`config.mk`:
```
export PLATFORM = sky130hd
export DESIGN_NAME = dec_block_writer
export DESIGN_NICKNAME = d
export VERILOG_FILES = /design/src/rtl/dec_pkg.sv /design/src/rtl/blk_shift_reg.sv /design/src/rtl/dec_block_writer.sv
export SDC_FILE = /design/constraint.sdc
export NUM_CORES = 1
export LEC_CHECK = 0
export CAP_MARGIN = 20
export CORE_MARGIN = 3
export CORE_UTILIZATION = 65
export DETAILED_ROUTE_END_ITERATION = 12
export DONT_BUFFER_PORTS = 1
export PLACE_DENSITY = 0.8
export RECOVER_POWER = 100
export SETUP_SLACK_MARGIN = 0.05
export SYNTH_ARGS = -nofsm -noshare
export SYNTH_HDL_FRONTEND = slang
export SYNTH_SLANG_ARGS = --single-unit
```
`constraint.sdc`:
```
create_clock -name clk -period 6 [get_ports clk]
set_input_delay 0.9 -clock clk [delete_from_list [all_inputs] [get_ports clk]]
set_output_delay 0.9 -clock clk [all_outputs]
set_load 0.005 [all_outputs]
```
`src/rtl/dec_pkg.sv`:
```
// Shared types and constants for the decrypted-block writer.
package dec_pkg;

  localparam int unsigned AES_BLK_BYTES     = 16;
  localparam int unsigned AES_BLK_W         = 128;
  localparam int unsigned IMG_BYTES_DEFAULT = 19200;

  typedef enum logic [2:0] {
    ST_IDLE,
`ifdef DEC_WRITER_CLEAR_EN
    ST_CLEAR,
`endif
    ST_ACCEPT,
    ST_WRITE,
    ST_DONE
  } state_t;

endpackage

```
`src/rtl/blk_shift_reg.sv`:
```
// 128-bit block register: parallel load, shift left by one byte, MSB byte out,
// byte index flags the last byte of the block.
module blk_shift_reg
  import dec_pkg::*;
(
  input  logic                 clk,
  input  logic                 rst_n,
  input  logic                 load,
  input  logic                 shift,
  input  logic [AES_BLK_W-1:0] din,
  output logic [7:0]           byte_out,
  output logic                 last
);

  logic [AES_BLK_W-1:0] data;
  logic [3:0]           idx;

  always_ff @(posedge clk or negedge rst_n) begin
    if (!rst_n) begin
      data <= '0;
      idx  <= '0;
    end else if (load) begin
      data <= din;
      idx  <= '0;
    end else if (shift) begin
      data <= {data[AES_BLK_W-9:0], 8'h00};
      idx  <= idx + 4'd1;
    end
  end

  assign byte_out = data[AES_BLK_W-1 -: 8];
  assign last     = (idx == 4'(AES_BLK_BYTES - 1));

endmodule

```
`src/rtl/dec_block_writer.sv`:
```
// Serializes decrypted 128-bit blocks into byte writes on decryption memory port A.
// Optional DEC_WRITER_CLEAR_EN: zero-fill the whole image before accepting blocks.
module dec_block_writer
  import dec_pkg::*;
#(
  parameter int unsigned IMG_BYTES = IMG_BYTES_DEFAULT,
  parameter int unsigned ADDR_W    = 15
) (
  input  logic                 clk,
  input  logic                 rst_n,
  input  logic                 start,
  input  logic                 blk_valid,
  input  logic [AES_BLK_W-1:0] blk_data,
  output logic                 blk_ready,
  output logic                 mem_we,
  output logic [ADDR_W-1:0]    mem_addr,
  output logic [7:0]           mem_din,
  output logic                 busy,
  output logic                 done,
  output logic [ADDR_W-5:0]    blk_count
);

  localparam int unsigned       CNT_W     = ADDR_W - 4;
  localparam logic [ADDR_W-1:0] LAST_ADDR = ADDR_W'(IMG_BYTES - 1);

  state_t            state, state_nxt;
  logic              start_ok, accept, byte_last, at_last_addr;
  logic              ready_nxt, we_nxt, busy_nxt, done_nxt;
  logic [ADDR_W-1:0] addr;

  assign start_ok     = start && ((state == ST_IDLE) || (state == ST_DONE));
  assign accept       = blk_valid && blk_ready;
  assign at_last_addr = (addr == LAST_ADDR);
  assign mem_addr     = addr;

  always_ff @(posedge clk or negedge rst_n) begin
    if (!rst_n) state <= ST_IDLE;
    else        state <= state_nxt;
  end

  always_comb begin
    state_nxt = state;
    unique case (state)
      ST_IDLE, ST_DONE: begin
        if (start) begin
`ifdef DEC_WRITER_CLEAR_EN
          state_nxt = ST_CLEAR;
`else
          state_nxt = ST_ACCEPT;
`endif
        end
      end
`ifdef DEC_WRITER_CLEAR_EN
      ST_CLEAR:  if (at_last_addr) state_nxt = ST_ACCEPT;
`endif
      ST_ACCEPT: if (accept) state_nxt = ST_WRITE;
      ST_WRITE:  if (byte_last) state_nxt = at_last_addr ? ST_DONE : ST_ACCEPT;
      default:   state_nxt = ST_IDLE;
    endcase
  end

  // Outputs are decoded from the next state and registered, so they align with state.
  always_comb begin
    ready_nxt = (state_nxt == ST_ACCEPT);
    we_nxt    = (state_nxt == ST_WRITE);
    busy_nxt  = (state_nxt == ST_ACCEPT) || (state_nxt == ST_WRITE);
    done_nxt  = (state_nxt == ST_DONE);
`ifdef DEC_WRITER_CLEAR_EN
    we_nxt    = we_nxt   || (state_nxt == ST_CLEAR);
    busy_nxt  = busy_nxt || (state_nxt == ST_CLEAR);
`endif
  end

  always_ff @(posedge clk or negedge rst_n) begin
    if (!rst_n) begin
      blk_ready <= 1'b0;
      mem_we    <= 1'b0;
      busy      <= 1'b0;
      done      <= 1'b0;
    end else begin
      blk_ready <= ready_nxt;
      mem_we    <= we_nxt;
      busy      <= busy_nxt;
      done      <= done_nxt;
    end
  end

  // The address holds at IMG_BYTES-1 after the final byte; only a new start rewinds it.
  always_ff @(posedge clk or negedge rst_n) begin
    if (!rst_n) begin
      addr      <= '0;
      blk_count <= '0;
    end else if (start_ok) begin
      addr      <= '0;
      blk_count <= '0;
    end else begin
      case (state)
`ifdef DEC_WRITER_CLEAR_EN
        ST_CLEAR: addr <= at_last_addr ? '0 : addr + ADDR_W'(1);
`endif
        ST_WRITE: begin
          if (!at_last_addr) addr <= addr + ADDR_W'(1);
          if (byte_last)     blk_count <= blk_count + CNT_W'(1);
        end
        default: ;
      endcase
    end
  end

  // Loading zeros on start keeps mem_din at 0x00 during the clear pass.
  blk_shift_reg u_shift (
    .clk      (clk),
    .rst_n    (rst_n),
    .load     (start_ok || accept),
    .shift    (state == ST_WRITE),
    .din      (accept ? blk_data : '0),
    .byte_out (mem_din),
    .last     (byte_last)
  );

endmodule

```
==> impl_metrics.csv, run 1 <==
group,metric,value,unit
status,status,"complete, but fails checks",
status,violations,"max-capacitance violations, max-slew violations",
global_routing,grt_max_degree,166,
sta,fin_crit_sh,0.539,
clock_network,hold_buffers,0,
finish,fill_cells,856,
finish,drive_gt1_frac,0.0521,
synth,synth_edf_count,0,
sta,tightest_slew,1.71,ns
synth,yosysMostFrequentCell,"dfrtp_1",
floorplanning,chipHeight,115,um
placement,gp_congestion,0.849,
finish,nets,853,
floorplanning,fp.dieW,115,um
placement,io_buffers,0,
clock_network,cts_tree,"yes",
synth,synth.cell_area,7650,um2
finish,seq_area,4130,um2
clock_network,clkSlewWorstSetupHoldPaths,0.06,ns
routing,drtAntennaViolNets,0,
placement,dp_hpwl,10600,um
clock_network,cts-htree-levels,4,
finish,multi_input_area,3240,um2
sta,rsz0062_at_grt,"no",
clock_network,clock_sinks,165,
min_path,hold_class,"in -> async",
power_and_ir_drop,ir_worst_vdd,0.237,mV
routing,num_vias,5379,
sta,layout_setup_ws,2.77,ns
floorplanning,rows,39,
clock_network,cts_setup_buffers,0,
critical_path,crit_arrival,3.54,ns
critical_path,critical_path_required,6.31,ns
power_and_ir_drop,p_leak,3.29,nW
clock_network,clk_latency,0.42,ns
clock_network,cts.path.max_buffers,2,
finish,final_util,0.713,
synth,synth_ff_type,"dfrtp_1",
finish,syn_to_final_growth,6.82,%
critical_path,criticalPathCategory,"reg -> reg",
sta,finalClockSkew,0.00630,ns
synth,postSynth.asyncResetShare,1.00,
clock_network,cts_resized,0,
global_routing,grt_pass1_vias,5245,
global_routing,antenna_found_initial,0,
synth,synth.distinct_cells,38,
critical_path,endpoint_kind,"register",
clock_network,clockRootBuffer,"clkbuf_16",
floorplanning,initial_utilization,0.668,
floorplanning,design.core.area,11500,um2
global_routing,grt_pass1_wl,25800,um
sta,hold_viol,0,
power_and_ir_drop,power,2.66,mW
floorplanning,die_area,13100,um2
placement,post-place-ws,3.37,ns
synth,synthSimpleGateAreaFrac,0.128,
synth,synth_top_area_cell,"dfrtp_1",
sta,final.setup.tns,0,ns
synth,synth_top_area_frac,0.539,
synth,synthAdderAreaFrac,0.00490,
synth,synthTopCellsByArea,"dfrtp_1 (54%), mux2i_1 (16%), o21ai_0 (9.3%)",
placement,placed_area,7610,um2
sta,fin_crit,3.23,ns
routing,drt_iter0_markers,447,
floorplanning,ios,170,
sta,slew_viol_final,16,
clock_network,cts_made_buffers,17,
routing,firstDrtPassIters,5,
synth,yosysWarnings,0,
routing,drc,0,
sta,worst_hold_slack,0.174,ns
synth,syn_avg_cell_area,10.2,um2
routing,wire_per_inst,18.4,um
synth,synth-compound-area-share,0.116,
sta,setup_viol,0,
synth,syn_nets,887,
routing,routed_via_density,6.17,
critical_path,crit_fanout,15,
synth,synthMuxAreaShare,0.163,
global_routing,grtUsageTotal,0.250,
synth,synth_cells,752,
finish,n_antenna_cell,0,
synth,synth_top_family_by_area,"multiplexers",
sta,fmax,309,MHz
finish,fin_area,8180,um2
flow_run,maxCapViolations,1,
routing,drt_wl_total,16100,um
synth,synth.yosys.seq_area_share,0.539,
critical_path,startpoint_type,"register",
synth,ys_seq_elements,165,
sta,slew_headroom,-0.153,
finish,final_cells,872,
power_and_ir_drop,power_density,325,nW/um2
global_routing,overflow,0,
placement,placedCellCount,842,
synth,synth_xor_area_frac,0.0103,
synth,synthTopCellsByCount,"dfrtp_1 (165), nand2_1 (154), o21ai_0 (142)",
-- area by class of cell --
class | count | area share
Inverter | 5 | 0.00230
Clock buffer | 19 | 0.0542
Tap cell | 143 | 0.0219
Sequential cell | 165 | 0.505
Timing Repair Buffer | 2 | 0.00337
Multi-Input combinational cell | 527 | 0.397
Clock inverter | 11 | 0.0165
-- per-layer routing --
layer / global-route usage / wire (um) / up-vias
met1: 0.334 / 6740 / 2604
met4: 0.0934 / 338 / 0
li1: - / - / 2554
met5: 0 / 0 / -
met3: 0.0819 / 1330 / 27
met2: 0.383 / 7680 / 194
-- where the power goes --
part           leakage [nW]  switching [mW]  internal (mW)
sequential             2.20           0.102           1.26
combinational         0.812           0.129         0.0969
clock                 0.284           0.412          0.655
-- cells by family after synthesis --
logic type / count (synthesis)
and+or+nand+nor: 220
xor gates and xnor gates: 9
AOI/OAI and AO/OA: 169
DFF: 165
muxes: 125
other: 1
buffers and inverters: 60
adders and majority gates: 3
-- path summary, 6_finish.rpt --
check                                               from                      endpoint  slack [ns]  depth (start not counted)
worst max register to register  mem_addr[12]$_DFFE_PN0P_           blk_ready$_DFF_PN0_        2.77                          4
worst max-delay path            mem_addr[12]$_DFFE_PN0P_           blk_ready$_DFF_PN0_        2.77                          4
min in group clk                 mem_addr[7]$_DFFE_PN0P_       mem_addr[7]$_DFFE_PN0P_        0.54                          1
worst min register to register   mem_addr[7]$_DFFE_PN0P_       mem_addr[7]$_DFFE_PN0P_        0.54                          1
worst min-delay path                               rst_n      blk_count[6]$_DFFE_PN0P_        0.17                          0
max in group asynchronous                          rst_n  u_shift.data[47]$_DFFE_PN0P_        5.64                          0
-- critical path: stages (launching register included) --
cell     delay (ns)
dfrtp_1        0.45
or4b_2         0.69
nor4_1         1.36
o31ai_1        0.35
and2_0         0.27
-- state kept, by name, indices dropped and copies added, names as in the netlist --
| name | flops |
|---|---|
| mem_we | 1 |
| u_shift.idx | 4 |
| busy | 1 |
| blk_ready | 1 |
| blk_count | 11 |
| state | 3 |
| done | 1 |
| u_shift.data | 128 |
| mem_addr | 15 |
-- layout by cell type, fill, tap and decap left out, drive strengths merged, types with 5 or more instances in the layout --
| cell | n |
|---|---|
| nand2 | 154 |
| xnor2 | 6 |
| a21oi | 15 |
| nand3 | 8 |
| or3 | 11 |
| mux2i | 125 |
| nor2 | 13 |
| dfrtp | 165 |
| clkinv | 6 |
| nand4 | 7 |
| o21ai | 142 |
| inv | 5 |
| clkbuf | 19 |
(Power assumes the default switching activity.)
==> run 2, diff against run 1 <==
Settings changed: CORE_UTILIZATION 65 to 57, PLACE_DENSITY 0.8 to 0.74.
Clock period 6 ns to 2.7 ns, I/O delays scaled along.
==> run 2 against run 1 <==
Against the previous run:
- the flow finishes with violations (negative hold slack)
- fmax increased by 47%
- setup slack worse by 2.3 ns
- register-to-register slack worse by 2.3 ns
- critical path type unchanged
- utilization shrank 6.0 points
- clock skew up 0.0038 ns
- die area is 13% higher
- global-route usage shrank 0.97 points
==> impl_metrics.csv, run 2 (synthesized netlist as in run 1, its figures left out) <==
group,metric,value,unit
status,status,"complete, but fails checks",
status,violations,"negative hold slack",
placement,dp_hpwl,11400,um
floorplanning,rows,41,
power_and_ir_drop,ir_worst_vdd,0.467,mV
routing,drt_iter0_markers,547,
floorplanning,die_area,14900,um2
sta,hold_viol,165,
finish,drive_gt1_frac,0.0611,
clock_network,clockRootBuffer,"clkbuf_16",
placement,io_buffers,0,
sta,layout_setup_ws,0.506,ns
routing,firstDrtPassIters,5,
floorplanning,initial_utilization,0.595,
global_routing,grt_pass1_vias,5451,
power_and_ir_drop,switching_share,0.237,
power_and_ir_drop,power_density,762,nW/um2
critical_path,crit_fanout,65,
finish,n_antenna_cell,0,
finish,final_common_cell,"dfrtp_1",
sta,fin_crit,2.19,ns
routing,drc,0,
placement,placed_area,7730,um2
sta,setup_viol,0,
sta,worst_hold_slack,-0.331,ns
sta,fin_crit_sh,0.813,
critical_path,startpoint_type,"register",
flow_run,maxCapViolations,0,
critical_path,max_stage_delay,0.47,ns
floorplanning,ios,170,
power_and_ir_drop,clkPwrFrac,0.444,
power_and_ir_drop,combPwrFrac,0.081,
global_routing,antenna_found_initial,0,
placement,placedCellCount,877,
placement,gp_congestion,0.857,
finish,syn_to_final_growth,9.81,%
floorplanning,fp.dieW,122,um
min_path,hold_class,"in -> async",
critical_path,criticalPathCategory,"reg -> reg",
sta,slew_headroom,0.466,
critical_path,cp_cell_sequence,"nor3b_1 > clkbuf_1 > buf_12 > mux2i_1 > o21ai_0",
clock_network,cts-htree-levels,4,
sta,final.setup.tns,0,ns
global_routing,grt_pass1_wl,27600,um
finish,top_register,"u_shift.data",
clock_network,cts_tree,"yes",
clock_network,clkSlewWorstSetupHoldPaths,0.06,ns
global_routing,grt_max_degree,166,
clock_network,cts_setup_buffers,0,
critical_path,endpoint_kind,"register",
clock_network,clk_latency,0.44,ns
power_and_ir_drop,p_leak,3.37,nW
routing,drtAntennaViolNets,0,
global_routing,overflow,0,
finish,final_cells,909,
placement,post-place-ws,0.580,ns
routing,wire_per_inst,18.9,um
clock_network,cts.path.max_buffers,2,
global_routing,grtUsageTotal,0.240,
critical_path,cp_slowest_cell,"dfrtp_1",
finish,final_cell_mix,"dfrtp_1 (165), nand2_1 (153), o21ai_0 (142)",
finish,fill_cells,1045,
power_and_ir_drop,switchingPower,1.52,mW
clock_network,cts_resized,0,
critical_path,crit_arrival,2.49,ns
routing,num_vias,5520,
power_and_ir_drop,internal_power,4.88,mW
floorplanning,design.core.area,12900,um2
sta,finalClockSkew,0.0101,ns
clock_network,clock_sinks,165,
floorplanning,chipHeight,122,um
power_and_ir_drop,p_seq_frac,0.475,
sta,slew_viol_final,0,
clock_network,cts_made_buffers,17,
sta,fmax,456,MHz
finish,nets,859,
routing,routed_via_density,6.07,
finish,largest_reg_flops,128,
routing,drt_wl_total,17200,um
sta,rsz0062_at_grt,"no",
finish,fin_area,8410,um2
critical_path,critical_path_required,3.00,ns
sta,tightest_slew,0.801,ns
## run 2: metrics by stage
step | utilization | total power, mW | hold slack [ns]
final | 0.653 | 6.40 | -0.331
after global routing | 0.653 | 6.66 | -0.359
after CTS | 0.654 | 6.44 | -0.352
after detailed placement | 0.601 | 3.60 | 0.113
after global placement | 0.601 | 3.55 | 0.113
after floorplan | - | 3.43 | 0.109
## run 2: critical path, delay by kind of cell, from the launching register on
kind                   cells  cell delay (ns)
AOI/OAI and AO/OA          1             0.10
DFF                        1             0.47
and+or+nand+nor            1             0.44
buffers and inverters      2             0.72
muxes                      1             0.27
## run 2: cell type report
| cell class | count | area [um2] | area share |
|---|---|---|---|
| Tap cell | 172 | 215 | 0.0256 |
| Clock inverter | 13 | 251 | 0.0299 |
| Timing Repair Buffer | 8 | 104 | 0.0124 |
| Inverter | 5 | 18.8 | 0.00223 |
| Multi-Input combinational cell | 527 | 3240 | 0.386 |
| Sequential cell | 165 | 4130 | 0.491 |
| Clock buffer | 19 | 443 | 0.0527 |
## run 2: worst paths after layout
path,startpoint,slack [ns],depth (start not counted),end
max in group asynchronous,rst_n,2.84,0,u_shift.data[49]$_DFFE_PN0P_
hold reg to reg,u_shift.data[0]$_DFFE_PN0P_,0.53,2,u_shift.data[0]$_DFFE_PN0P_
setup reg to reg,state[0]$_DFF_PN0_,0.51,5,u_shift.data[89]$_DFFE_PN0P_
setup / recovery,state[0]$_DFF_PN0_,0.51,5,u_shift.data[89]$_DFFE_PN0P_
hold / removal,rst_n,-0.33,0,blk_count[7]$_DFFE_PN0P_
min in group clk,blk_data[29],0.08,2,u_shift.data[29]$_DFFE_PN0P_
## run 2: routing by layer
metal  GRT usage  up-vias  wire, um  part of all wire
met5           0        -         0                 0
met4       0.109        0       401             0.023
met3      0.0613       29      1340             0.078
met2       0.363      217      7980              0.46
met1       0.330     2702      7470              0.43
li1            -     2572         -                 -
## run 2: power groups by stage
stage                     logic, mW  registers, mW  clock network, mW
after global placement        0.487           3.07                  0
final                         0.519           3.04               2.84
after floorplan               0.454           2.98                  0
after CTS                     0.527           3.04               2.88
after global routing          0.606           3.08               2.97
after detailed placement      0.518           3.08                  0
==> run 3, diff against run 2 <==
Clock period 2.7 ns to 2 ns, I/O delays scaled along.
==> run 3 against run 2 <==
Against the previous run:
- the flow still finishes with violations (negative hold slack)
- routed wire length up 9.8%
- global-route usage increased by 1.8 points
- setup slack got worse by 0.42 ns
- cell area rose by 12%
- combinational power increased by 73%
- fmax is 15% higher
- clock power increased by 12%
- total power is 28% higher
- critical path depth unchanged
- sequential cell count unchanged
- non-clock buffer count rose by 119
- critical endpoint is now mem_addr[6]$_DFFE_PN0P_
- highest routed layer unchanged
==> impl_metrics.csv, run 3 (synthesized netlist as in run 1, its figures left out) <==
group,metric,value,unit
status,status,"complete, but fails checks",
status,violations,"negative hold slack",
routing,routed_via_density,5.83,
clock_network,cts-htree-levels,4,
floorplanning,ios,170,
clock_network,clock_sinks,165,
global_routing,grtUsageTotal,0.258,
clock_network,cts_made_buffers,17,
finish,top_register,"u_shift.data",
sta,rsz0062_at_grt,"yes",
finish,final_cells,1028,
clock_network,hold_buffers,94,
floorplanning,design.core.area,12900,um2
critical_path,path_buf_inv,1,
global_routing,overflow,0,
floorplanning,chipHeight,122,um
critical_path,max_stage_delay,0.46,ns
global_routing,antenna_found_initial,0,
sta,final.setup.tns,0,ns
sta,fmax,522,MHz
power_and_ir_drop,p_leak,3.83,nW
global_routing,grt_pass1_wl,30100,um
sta,slew_viol_final,0,
routing,drt_iter0_markers,487,
sta,tightest_slew,0.638,ns
routing,drtAntennaViolNets,0,
critical_path,startpoint,"state[2]$_DFF_PN0_",
sta,fin_crit_sh,0.958,
clock_network,clk_latency,0.42,ns
clock_network,cts_tree,"yes",
critical_path,crit_fanout,8,
finish,final_common_cell,"dfrtp_1",
floorplanning,die_area,14900,um2
critical_path,cp_cell_sequence,"or3b_1 > buf_4 > nor3_1 > or3b_2 > a21oi_1",
power_and_ir_drop,power_density,868,nW/um2
floorplanning,rows,41,
global_routing,grt_max_degree,166,
placement,dp_hpwl,11800,um
critical_path,startpoint_type,"register",
critical_path,worst_r2r_endpoint,"mem_addr[6]$_DFFE_PN0P_",
flow_run,maxCapViolations,0,
critical_path,critical_path_required,2.34,ns
clock_network,cts.path.max_buffers,2,
placement,gp_congestion,0.870,
critical_path,r2r_setup_slack,0.08,ns
critical_path,cp_slowest_cell,"or3b_1",
critical_path,r2r-start,"state[2]$_DFF_PN0_",
sta,fin_crit,1.92,ns
routing,num_vias,5996,
routing,drt_wl_total,18900,um
floorplanning,fp.dieW,122,um
routing,wire_per_inst,18.4,um
critical_path,setup.worst_path.end,"mem_addr[6]$_DFFE_PN0P_",
finish,fill_cells,876,
placement,placedCellCount,897,
finish,syn_to_final_growth,23.1,%
finish,largest_reg_flops,128,
routing,drc,0,
critical_path,crit_arrival,2.25,ns
critical_path,crit_cells,5,
sta,slew_headroom,0.571,
clock_network,clkSlewWorstSetupHoldPaths,0.06,ns
min_path,hold_class,"in -> async",
sta,hold_viol,165,
routing,firstDrtPassIters,7,
finish,final_cell_mix,"dfrtp_1 (165), nand2_1 (153), o21ai_0 (142)",
sta,finalClockSkew,0.00923,ns
power_and_ir_drop,ir_worst_vdd,0.692,mV
critical_path,criticalPathCategory,"reg -> reg",
critical_path,endpoint_kind,"register",
clock_network,clockRootBuffer,"clkbuf_16",
placement,io_buffers,0,
floorplanning,initial_utilization,0.595,
finish,nets,978,
finish,final_util,0.732,
sta,setup_viol,0,
global_routing,grt_pass1_vias,6051,
finish,n_antenna_cell,0,
critical_path,critical-path-top-delay-family,"simple AND/OR/NAND/NOR gates",
critical_path,rr_worst_depth,5,
finish,drive_gt1_frac,0.0713,
sta,worst_hold_slack,-0.428,ns
[run 3: cell count changes in the layout (fill, tap and decap cells not counted), sizes merged]
cell and change:
dlygate4sd3 +94, buf +13, clkinv +4, inv -1
clkbuf +15, bufinv -5, clkinvlp -1
[run 3: per-stage QoR]
step	cell area, um2	worst slack (ns)	hold slack (ns)	total power, mW
after floorplan	7680	0.0466	0.00441	4.63
after global placement	7910	0.137	0.00773	4.82
after detailed placement	7910	0.0585	0.00781	4.89
after CTS	9420	0.0699	-0.450	8.20
after global routing	9430	-0.0105	-0.456	8.53
final	9430	0.0844	-0.428	8.18
[run 3: how the worst min path moves through the flow]
stage / start / to / slack (ns) / cells after the start
after floorplan: rst_n / blk_count[0]$_DFFE_PN0P_ / 0.004 / 0
after CTS: rst_n / blk_count[8]$_DFFE_PN0P_ / -0.45 / 0
after detailed placement: rst_n / blk_count[8]$_DFFE_PN0P_ / 0.008 / 0
after global placement: rst_n / blk_count[8]$_DFFE_PN0P_ / 0.008 / 0
after global routing: rst_n / blk_count[8]$_DFFE_PN0P_ / -0.46 / 0
final: rst_n / blk_count[8]$_DFFE_PN0P_ / -0.43 / 0
[run 3: final cells by class]
class	count	area (um2)	area share
Sequential cell	165	4130	0.438
Multi-Input combinational cell	527	3280	0.348
Timing Repair Buffer	127	1220	0.129
Clock buffer	22	464	0.0492
Tap cell	172	215	0.0228
Clock inverter	10	105	0.0111
Inverter	5	18.8	0.00199
[run 3: repair_timing]
action / in CTS / in global routing
gates resized for setup: 1 / 4
buffers inserted: 0 / 4
pin swaps: 0 / 2
gates cloned: 0 / 1
hold endpoints to repair: 259 / 165
endpoints found under the setup margin: 1 / 26
[run 3: metal layers]
| metal | GRT usage | up-vias | wire length, um |
|---|---|---|---|
| met1 | 0.350 | 2923 | 8040 |
| met4 | 0.0931 | 0 | 357 |
| met5 | 0 | - | 0 |
| met2 | 0.405 | 236 | 9180 |
| li1 | - | 2805 | - |
| met3 | 0.0687 | 32 | 1300 |
[run 3: report_power, final]
part           internal (mW)  total [mW]  leakage (nW)  switching [mW]
combinational          0.447       0.896          1.35           0.449
clock                   1.89        3.18         0.279            1.29
sequential              3.79        4.11          2.20           0.321
